[src/rtl/viterbi_pkg.sv]
// viterbi_pkg: shared soft-symbol type, branch-metric width helper and per-symbol distance rule
package viterbi_pkg;
  localparam int SOFT_W_MAX = 16;
  typedef logic [SOFT_W_MAX-1:0] soft_t;
  function automatic int bm_width(input int n_code, input int soft_w);
    return soft_w + $clog2(n_code);
  endfunction
  function automatic soft_t bm_dist(input soft_t s, input int soft_w, input logic b, input logic hard, input logic erase);
    soft_t smax;
    logic msb;
    smax = soft_t'((32'd1 << soft_w) - 32'd1);
    msb = |(s & (soft_t'(1) << (soft_w - 1)));
    return erase ? '0 : hard ? soft_t'(msb != b) : b ? smax - s : s;
  endfunction
endpackage

[src/rtl/bmc_sym_dist.sv]
// bmc_sym_dist: distance of one soft symbol to expected bits 0 and 1
module bmc_sym_dist
  import viterbi_pkg::*;
#(
  parameter int SOFT_W = 3
) (
  input  logic [SOFT_W-1:0] s,
  input  logic              erase,
  input  logic              hard,
  output logic [SOFT_W-1:0] d0,
  output logic [SOFT_W-1:0] d1
);
  assign d0 = SOFT_W'(bm_dist(soft_t'(s), SOFT_W, 1'b0, hard, erase));
  assign d1 = SOFT_W'(bm_dist(soft_t'(s), SOFT_W, 1'b1, hard, erase));
endmodule

[src/rtl/bmc_soft_pipe.sv]
// bmc_soft_pipe: two-stage valid/ready branch-metric unit producing all 2^N_CODE metrics per trellis step
module bmc_soft_pipe
  import viterbi_pkg::*;
#(
  parameter int N_CODE = 2,
  parameter int SOFT_W = 3,
  parameter int STEP_W = 16,
  localparam int NH = 2 ** N_CODE,
  localparam int BM_W = bm_width(N_CODE, SOFT_W)
) (
  input  logic                     clk,
  input  logic                     rst,
  input  logic                     in_valid,
  output logic                     in_ready,
  input  logic [N_CODE*SOFT_W-1:0] in_soft,
  input  logic [N_CODE-1:0]        in_erase,
  input  logic                     in_hard,
  input  logic                     in_last,
  output logic                     out_valid,
  input  logic                     out_ready,
  output logic [NH*BM_W-1:0]       out_bm,
  output logic                     out_last,
  output logic [STEP_W-1:0]        out_step
);
  logic [SOFT_W-1:0] d0 [N_CODE];
  logic [SOFT_W-1:0] d1 [N_CODE];
  logic [SOFT_W-1:0] s1_d0 [N_CODE];
  logic [SOFT_W-1:0] s1_d1 [N_CODE];
  logic s1_valid, s1_last, s2_valid, s2_last, s2_ready, s1_moves;
  logic [NH*BM_W-1:0] bm_sum, s2_bm;
  logic [STEP_W-1:0] step_cnt;
  assign s2_ready = !s2_valid || out_ready;
  assign s1_moves = s1_valid && s2_ready;
  assign in_ready = !rst && (!s1_valid || s1_moves);
  for (genvar i = 0; i < N_CODE; i++) begin : g_sym
    bmc_sym_dist #(.SOFT_W(SOFT_W)) u_dist (
      .s    (in_soft[i*SOFT_W +: SOFT_W]),
      .erase(in_erase[i]),
      .hard (in_hard),
      .d0   (d0[i]),
      .d1   (d1[i])
    );
  end
  // bit i of hypothesis h selects which registered distance of symbol i is summed
  for (genvar h = 0; h < NH; h++) begin : g_bm
    logic [BM_W-1:0] acc;
    always_comb begin
      acc = '0;
      for (int i = 0; i < N_CODE; i++)
        acc = acc + BM_W'(((h >> i) & 1) != 0 ? s1_d1[i] : s1_d0[i]);
    end
    assign bm_sum[h*BM_W +: BM_W] = acc;
  end
  always_ff @(posedge clk) begin
    if (rst) begin
      s1_valid <= 1'b0;
      s1_last  <= 1'b0;
      s1_d0    <= '{default: '0};
      s1_d1    <= '{default: '0};
    end else if (in_ready) begin
      s1_valid <= in_valid;
      if (in_valid) begin
        s1_last <= in_last;
        s1_d0   <= d0;
        s1_d1   <= d1;
      end
    end
  end
  always_ff @(posedge clk) begin
    if (rst) begin
      s2_valid <= 1'b0;
      s2_last  <= 1'b0;
      s2_bm    <= '0;
    end else if (s2_ready) begin
      s2_valid <= s1_valid;
      if (s1_valid) begin
        s2_bm   <= bm_sum;
        s2_last <= s1_last;
      end
    end
  end
  // the counter always holds the index of the beat currently in S2
  always_ff @(posedge clk) begin
    if (rst) step_cnt <= '0;
    else if (s2_valid && out_ready) step_cnt <= s2_last ? '0 : step_cnt + STEP_W'(1);
  end
  assign out_valid = s2_valid;
  assign out_bm    = s2_bm;
  assign out_last  = s2_last;
  assign out_step  = step_cnt;
endmodule

[config.mk]
export PLATFORM = sky130hd
export DESIGN_NAME = bmc_soft_pipe
export DESIGN_NICKNAME = d
export VERILOG_FILES = /design/src/rtl/viterbi_pkg.sv /design/src/rtl/bmc_sym_dist.sv /design/src/rtl/bmc_soft_pipe.sv
export SDC_FILE = /design/constraint.sdc
export NUM_CORES = 1
export LEC_CHECK = 0
export ABC_AREA = 1
export CAP_MARGIN = 40
export CELL_PAD_IN_SITES_DETAIL_PLACEMENT = 1
export CELL_PAD_IN_SITES_GLOBAL_PLACEMENT = 1
export CORE_ASPECT_RATIO = 0.75
export CORE_UTILIZATION = 23
export CTS_BUF_LIST = sky130_fd_sc_hd__clkbuf_4
export CTS_CLUSTER_SIZE = 8
export DETAILED_ROUTE_END_ITERATION = 10
export DONT_BUFFER_PORTS = 1
export PLACE_DENSITY = 0.41
export SETUP_SLACK_MARGIN = 0.5
export SLEW_MARGIN = 20
export SYNTH_ARGS = -nofsm -noshare
export SYNTH_HDL_FRONTEND = slang
export SYNTH_SLANG_ARGS = --single-unit
[constraint.sdc]
create_clock -name clk -period 4.1 [get_ports clk]
set_clock_uncertainty 0.1 [all_clocks]
set_input_delay 0.82 -clock clk [delete_from_list [all_inputs] [get_ports clk]]
set_output_delay 0.82 -clock clk [all_outputs]
set_load 0.01 [all_outputs]
==> results.cfg, run 1 <==
[timing]
period_needed_ps = 2210
relSlewSlack = 0.705
tightestPinTransition_ps = 441
hold_viol_final = 0
timing.setup.tns_ps = 0
max_freq_ghz = 0.453
layout_setup_ws_ps = 1890
maxSlewViolCount = 0
rsz0062_at_grt = false
layout_worst_path_cycle_share = 0.539
setup_viol = 0

[clocking]
holdBufCountCts = 0
cts_root_buf = clkbuf_4
cts_num_sinks = 48
cts_resized = 0
cts_buffers = 5
tritoncts = yes
clk_latency_ps = 390
htreeDepth = 2
clockBufferDepth = 2
path_clk_slew_ps = 160
cts_setup_buffers = 0

[synthesis]
synth_nets = 336
synth.distinct_cells = 29
syn_area_um2 = 2390
synthCells = 305
yosysTopAreaCellShare = 0.402
yosys_warnings = 0
avgSynthCellArea_um2 = 7.84
synth_top_area_cell = dfxtp_1
synth-main-ff-cell = dfxtp_1
synth_edf_count = 0
seq_area_frac_synth = 0.402
synth_seq_cells = 48
yosys-top-cells-area = dfxtp_1, a21oi_1, nor2_1
async_reset_ff_frac = 0

[global_routing]
grt_max_degree = 21
grt_pass1_wl_um = 10500
use_met2 = 0.158
grtUsageTotal = 0.129
overflow = 0
grt-busiest-layer = met1
use_met1 = 0.195
grt_pass1_vias = 1879
use_met3 = 0.0524
antenna_found_initial = 0

[floorplan]
die_x_um = 120
die_h_um = 90.3
rows = 31
initial_core_util = 0.242
io_pins = 49
dieArea_um2 = 10800
coreArea_um2 = 9890

[setup_path]
slowest_stage = inv_2
r2r_start = out_valid
cp_max_fo = 19
crit_start = rst
slowest_delay_ps = 230
path_delay_family = buffers and inverters
cp_cell_sequence = inv_4, nand2_1, inv_2
crit_required_ps = 3180
start_kind = primary input
path_buf_inv = 2
path_class = in2out
critPathCaptureType = output pin
arrival_ps = 1290
r2r_slack_ps = 2410

[placed_design]
place.gp.congestion = 0.667
pre_cts_ws_ps = 1880
hpwlAfterDp_um = 5050
port_buffers = 0

[power]
leakagePower_nw = 1.04
ir_drop_v = 0.000102
power-per-cell-area_nw_per_um2 = 330

[routing]
viasPerCell = 4.41
routed_wl_um = 6610
wl_per_cell_um = 15.2
num_vias = 1922
postRouteAntennaNets = 0
first_iter_violations = 72
drc = 0
drtPass1Iterations = 4

[layout]
drive_gt1_frac = 0.0724
final_cell_mix = dfxtp_1, nor2_1, nand2_1, a21oi_1, inv_1
layout.cells.most_common = dfxtp_1
num_antenna_cells = 0
fin_nets = 334
syn_to_final_growth_pct = 7.01

[hold_path]
hp-class = in2reg
min_from = rst

[run]
cap_violations = 0

[run_status]
status = finished clean
[through the flow]
stage               cell area, um2  hold slack, ps  power (mW)   util  instances
detailed placement            2480             362       0.567  0.251        428
CTS                           2560             347       0.863  0.259        436
floorplan                     2390             339       0.558      -        305
global route                  2560             322       0.897  0.259        436
global placement              2480             363       0.566  0.251        428
finish                        2560             370       0.845  0.259        436
[power by group]
| part | switching [mW] | internal (mW) |
|---|---|---|
| logic | 0.0377 | 0.0188 |
| clock network | 0.165 | 0.125 |
| registers | 0.0174 | 0.481 |
[worst reg2reg max path, cell delays in order (launching register included)]
cell and delay [ps]:
dfxtp_1 500, nand2_1 110, nand2_1 70, buf_4 230, inv_1 260, o21ai_0 230, a21oi_1 50
[worst paths after layout]
| check | cells after the start | end |
|---|---|---|
| setup / recovery | 3 | in_ready |
| hold / removal | 1 | out_valid |
| setup reg to reg | 6 | out_bm[6] |
| hold reg to reg | 2 | s1_last |
[logic make-up (layout without fill, tap and decap cells)]
| kind of cell | count (synthesis) | in the layout | synth area share |
|---|---|---|---|
| AND/OR/NAND/NOR | 135 | 135 | 0.264 |
| AO/OA/AOI/OAI | 61 | 61 | 0.135 |
| flip-flops | 48 | 48 | 0.402 |
| buffers and inverters | 39 | 38 | 0.0800 |
| adder cells (fa/ha/maj) | 17 | 17 | 0.101 |
| XOR/XNOR | 5 | 5 | 0.0183 |
[sequential cells by signal, indices dropped and copies added (netlist names)]
register / flops
s1_valid: 1
s1_d1: 6
out_valid: 1
s1_d0: 6
s1_last: 1
out_last: 1
out_step: 16
out_bm: 16
[layout make-up]
| class | count | area (um2) |
|---|---|---|
| Inverter | 29 | 111 |
| Multi-Input combinational cell | 218 | 1240 |
| Tap cell | 132 | 165 |
| Fill cell | 1211 | 7330 |
| Timing Repair Buffer | 1 | 7.51 |
| Sequential cell | 48 | 961 |
| Clock inverter | 3 | 37.5 |
| Clock buffer | 5 | 37.5 |
[cells in the mapped netlist, types with 3 or more instances]
library cell,n
a21oi_1,41
buf_6,3
clkbuf_1,3
dfxtp_1,48
fa_1,4
ha_1,13
inv_1,24
inv_2,4
nand2_1,45
nand2_4,3
nand3_1,18
nand4_1,11
nor2_1,47
nor2_4,3
nor3_1,4
o21ai_0,14
xnor2_1,4
[routing by layer]
metal,vias up,routed length (um)
met4,0,85
met2,43,2340
met5,-,0
met3,7,461
met1,871,3730
li1,1001,-
(Power assumes the default switching activity.)
==> run 2: changes to the inputs <==
--- a/config.mk
+++ b/config.mk
@@ -15,7 +15,7 @@
 export CTS_CLUSTER_SIZE = 8
 export DETAILED_ROUTE_END_ITERATION = 10
 export DONT_BUFFER_PORTS = 1
-export PLACE_DENSITY = 0.41
+export PLACE_DENSITY = 0.43
 export SETUP_SLACK_MARGIN = 0.5
 export SLEW_MARGIN = 20
 export SYNTH_ARGS = -nofsm -noshare
==> constraint.sdc (replaced) <==
create_clock -name clk -period 1.9 [get_ports clk]
set_clock_uncertainty 0.1 [all_clocks]
set_input_delay 0.38 -clock clk [delete_from_list [all_inputs] [get_ports clk]]
set_output_delay 0.38 -clock clk [all_outputs]
set_load 0.01 [all_outputs]
==> results.cfg, run 2 (synthesis gave the netlist of run 1 again) <==
[routing]
viasPerCell = 4.51
wl_per_cell_um = 15.8
routed_wl_um = 7140
first_iter_violations = 56
drc = 0
drtPass1Iterations = 4
postRouteAntennaNets = 0
num_vias = 2034

[layout]
drive_gt1_frac = 0.285
layout.cells.most_common = nor2_1
fin_nets = 350
final_area_um2 = 2950
final_cell_mix = nor2_1, nand2_1, a21oi_1, inv_1, dfxtp_1
fillers = 1174
syn_to_final_growth_pct = 23.4
num_antenna_cells = 0

[clocking]
htreeDepth = 2
tritoncts = yes
cts_buffers = 5
cts_num_sinks = 48
clockBufferDepth = 2
path_clk_slew_ps = 140
cts_root_buf = clkbuf_4
clk_latency_ps = 380

[floorplan]
dieArea_um2 = 10800
coreArea_um2 = 9890
io_pins = 49
rows = 31
die_x_um = 120
initial_core_util = 0.242
die_h_um = 90.3

[power]
seq_power_share = 0.629
switching_share = 0.284
power-per-cell-area_nw_per_um2 = 579
leakagePower_nw = 1.12
p_comb_frac = 0.096
ir_drop_v = 0.000261
p_sw_mw = 0.485
power_frac_clock = 0.275
p_int_mw = 1.22

[timing]
rsz0062_at_grt = true
layout_worst_path_cycle_share = 0.796
maxSlewViolCount = 0
hold_viol_final = 0
timing.setup.tns_ps = 0
tightestPinTransition_ps = 775
holdWs_ps = 33.9
setup_viol = 0
max_freq_ghz = 0.661
relSlewSlack = 0.484
period_needed_ps = 1510

[placed_design]
port_buffers = 0
place_area_um2 = 2520
place.gp.congestion = 0.680
hpwlAfterDp_um = 5250

[setup_path]
cp_max_fo = 8
crit_required_ps = 1420
cp_cell_sequence = nand3_4, nand2_4, inv_6
slowest_stage = dfxtp_1
start_kind = flip-flop
path_class = reg2out
arrival_ps = 1030
critPathCaptureType = output pin
slowest_delay_ps = 410

[hold_path]
hp-class = in2reg

[global_routing]
grt_pass1_vias = 2075
grt_pass1_wl_um = 11700
grtUsageTotal = 0.141
grt_max_degree = 19
overflow = 0
antenna_found_initial = 0

[run_status]
status = finished clean

[run]
cap_violations = 0
-- run 2: changes by cell type in the layout (fill, tap and decap cells not counted), moves of 4 or more --
cell     delta
nand3_2     +4
dfxtp_1    -26
ha_1        -9
buf_4       +9
dfxtp_2    +17
nand3_1     -5
dfxtp_4     +9
ha_4        +9
-- run 2: worst paths after layout --
check | from | to | slack, ps | cells after the start
worst max-delay path | s1_valid | in_ready | 390 | 3
worst min-delay path | in_valid | s1_valid | 30 | 2
worst max register to register | s1_d1[0] | out_bm[9] | 490 | 4
worst min register to register | s1_last | s1_last | 380 | 2
-- run 2: worst max-delay path: cells and delay by family, from the launching register on --
family	cells	cell delay [ps]
flops	1	410
simple gates	2	190
buf+inv	1	60
-- run 2: cell type report --
class	count	area [um2]	area share
flip-flops and latches	48	1020	0.344
well taps	132	165	0.0560
clock buffers	5	37.5	0.0127
repair inverters	1	7.51	0.00254
repair buffers	16	156	0.0530
inverters	29	120	0.0407
clock inverters	2	7.51	0.00254
multi-input cells	218	1440	0.488
-- run 2: repair_timing --
item	4_1_cts	5_1_grt
gates cloned	1	0
endpoints found under the hold margin	18	0
pin swaps	8	12
setup buffers	4	6
endpoints found under the setup margin	40	42
hold buffers	1	0
resized for setup	50	34
-- run 2: metal layers --
| metal | wire (um) | GRT usage | vias up |
|---|---|---|---|
| li1 | - | - | 1038 |
| met1 | 3900 | 0.212 | 947 |
| met2 | 2650 | 0.183 | 43 |
| met3 | 518 | 0.0511 | 6 |
| met4 | 77 | 0.0375 | 0 |
| met5 | 0 | 0 | - |
-- run 2: per-stage QoR --
stage | util | power (mW) | worst slack [ps] | cells
floorplan | - | 1.21 | 504 | 305
global placement | 0.254 | 1.22 | 371 | 432
finish | 0.298 | 1.71 | 387 | 451
global route | 0.298 | 1.81 | 333 | 451
detailed placement | 0.254 | 1.23 | 340 | 432
CTS | 0.281 | 1.74 | 351 | 445
-- run 2: power groups by stage --
stage | clock network (mW) | registers (mW) | logic, mW
after global routing | 0.542 | 1.08 | 0.189
after floorplan | 0 | 1.09 | 0.117
after global placement | 0 | 1.10 | 0.125
after detailed placement | 0 | 1.10 | 0.125
final | 0.471 | 1.08 | 0.164
after CTS | 0.505 | 1.08 | 0.156
==> run 3: changes to the inputs <==
--- a/config.mk
+++ b/config.mk
@@ -15,7 +15,7 @@
 export CTS_CLUSTER_SIZE = 8
 export DETAILED_ROUTE_END_ITERATION = 10
 export DONT_BUFFER_PORTS = 1
-export PLACE_DENSITY = 0.43
+export PLACE_DENSITY = 0.41
 export SETUP_SLACK_MARGIN = 0.5
 export SLEW_MARGIN = 20
 export SYNTH_ARGS = -nofsm -noshare
==> constraint.sdc (replaced) <==
create_clock -name clk -period 1.6 [get_ports clk]
set_clock_uncertainty 0.1 [all_clocks]
set_input_delay 0.32 -clock clk [delete_from_list [all_inputs] [get_ports clk]]
set_output_delay 0.32 -clock clk [all_outputs]
set_load 0.01 [all_outputs]
==> results.cfg, run 3 (synthesis gave the netlist of run 1 again) <==
[layout]
fin_nets = 379
layout.cells.most_common = nor2_1
num_antenna_cells = 0
drive_gt1_frac = 0.458
syn_to_final_growth_pct = 45.0
final_cell_mix = nor2_1, nand2_1, a21oi_1, dfxtp_4
utilization = 0.351

[placed_design]
pre_cts_ws_ps = 192
port_buffers = 0
place.gp.congestion = 0.677
hpwlAfterDp_um = 5310

[timing]
hold_viol_final = 0
max_freq_ghz = 0.669
tightestPinTransition_ps = 765
layout_worst_path_cycle_share = 0.935
layout_setup_ws_ps = 104
rsz0062_at_grt = true
timing.setup.tns_ps = 0
period_needed_ps = 1500
relSlewSlack = 0.488
setup_viol = 0
maxSlewViolCount = 0

[setup_path]
path_delay_family = flip-flops
start_kind = flip-flop
worstReg2RegEnd = out_step[14]
path_buf_inv = 1
path_class = reg2out
cp_max_fo = 8
critPathCaptureType = output pin
slowest_delay_ps = 450
slowest_stage = dfxtp_4
arrival_ps = 1080
r2r_slack_ps = 190
r2r_start = out_step[1]
crit_required_ps = 1180
ff2ff_path_depth = 8
cp_cell_sequence = nand3_4, nand2_4, inv_8

[routing]
drc = 0
num_vias = 2157
drtPass1Iterations = 4
wl_per_cell_um = 15.7
routed_wl_um = 7530
wl_met3_um = 409
highest_layer = met4
viasPerCell = 4.48
first_iter_violations = 29
wl_met2_um = 3000
wl_met1_um = 4060
postRouteAntennaNets = 0

[power]
ir_drop_v = 0.000224
leakagePower_nw = 1.36
power-per-cell-area_nw_per_um2 = 611
p_total_mw = 2.12

[global_routing]
grt_max_degree = 20
antenna_found_initial = 0
grt_pass1_wl_um = 11700
grt_pass1_vias = 2146
grtUsageTotal = 0.141
overflow = 0

[hold_path]
hp-class = in2reg
holdPathEnd = out_bm[0]
min_delay_path_depth = 3
min_from = rst

[clocking]
htreeDepth = 2
cts_root_buf = clkbuf_4
cts_num_sinks = 48
path_clk_slew_ps = 140
clockBufferDepth = 2
clk_latency_ps = 370
tritoncts = yes
cts_buffers = 5

[run_status]
status = finished clean

[floorplan]
die_h_um = 90.3
io_pins = 49
coreArea_um2 = 9890
dieArea_um2 = 10800
initial_core_util = 0.242
rows = 31
die_x_um = 120

[run]
cap_violations = 0
## run 3: metal layers
layer | up-vias | track usage
met5 | - | 0
met4 | 0 | 0.0375
met2 | 39 | 0.193
li1 | 1103 | -
met3 | 5 | 0.0448
met1 | 1010 | 0.208
## run 3: per-stage QoR
step	hold slack [ps]	instances	area, um2
3_3_place_gp	285	435	2710
6_report	19.4	481	3470
4_1_cts	-150	460	3140
5_1_grt	4.73	481	3470
3_5_place_dp	288	435	2710
2_1_floorplan	334	305	2580
## run 3: area by class of cell
class | instances | area (um2)
fillers | 1162 | 6420
flip-flops and latches | 48 | 1080
multi-input cells | 218 | 1600
repair buffers | 45 | 427
clock inverters | 1 | 3.75
inverters | 29 | 136
well taps | 132 | 165
clock buffers | 7 | 52.6
repair inverters | 1 | 11.3
## run 3: worst max-delay path by stage
stage | to | cells after the start | startpoint
after CTS | in_ready | 3 | out_valid
after floorplan | out_bm[2] | 4 | s1_d0[3]
final | in_ready | 3 | out_valid
after global placement | out_bm[6] | 4 | s1_d1[3]
after detailed placement | out_bm[6] | 4 | s1_d1[3]
after global routing | in_ready | 3 | out_valid
## run 3: power by group
| part | switching [mW] | internal (mW) | total [mW] |
|---|---|---|---|
| registers | 0.0543 | 1.20 | 1.26 |
| logic | 0.143 | 0.115 | 0.257 |
| clock network | 0.399 | 0.204 | 0.603 |
| total | 0.597 | 1.52 | 2.12 |
## run 3: what timing repair did
action	in CTS	in global routing
gates resized for setup	82	37
cloned	1	0
hold endpoints to repair	22	19
setup buffers	14	11
hold buffers	2	10
setup endpoints to repair	78	82
pin swaps	27	22
## run 3: worst reg2reg max path, stage by stage (launching register included)
cell and delay (ps):
dfxtp_4 430, ha_4 170, nand2_4 70, nor2_8 190, nand2_4 80, nor2_4 120
nand3_2 70, nand2_1 60, nor2_1 40
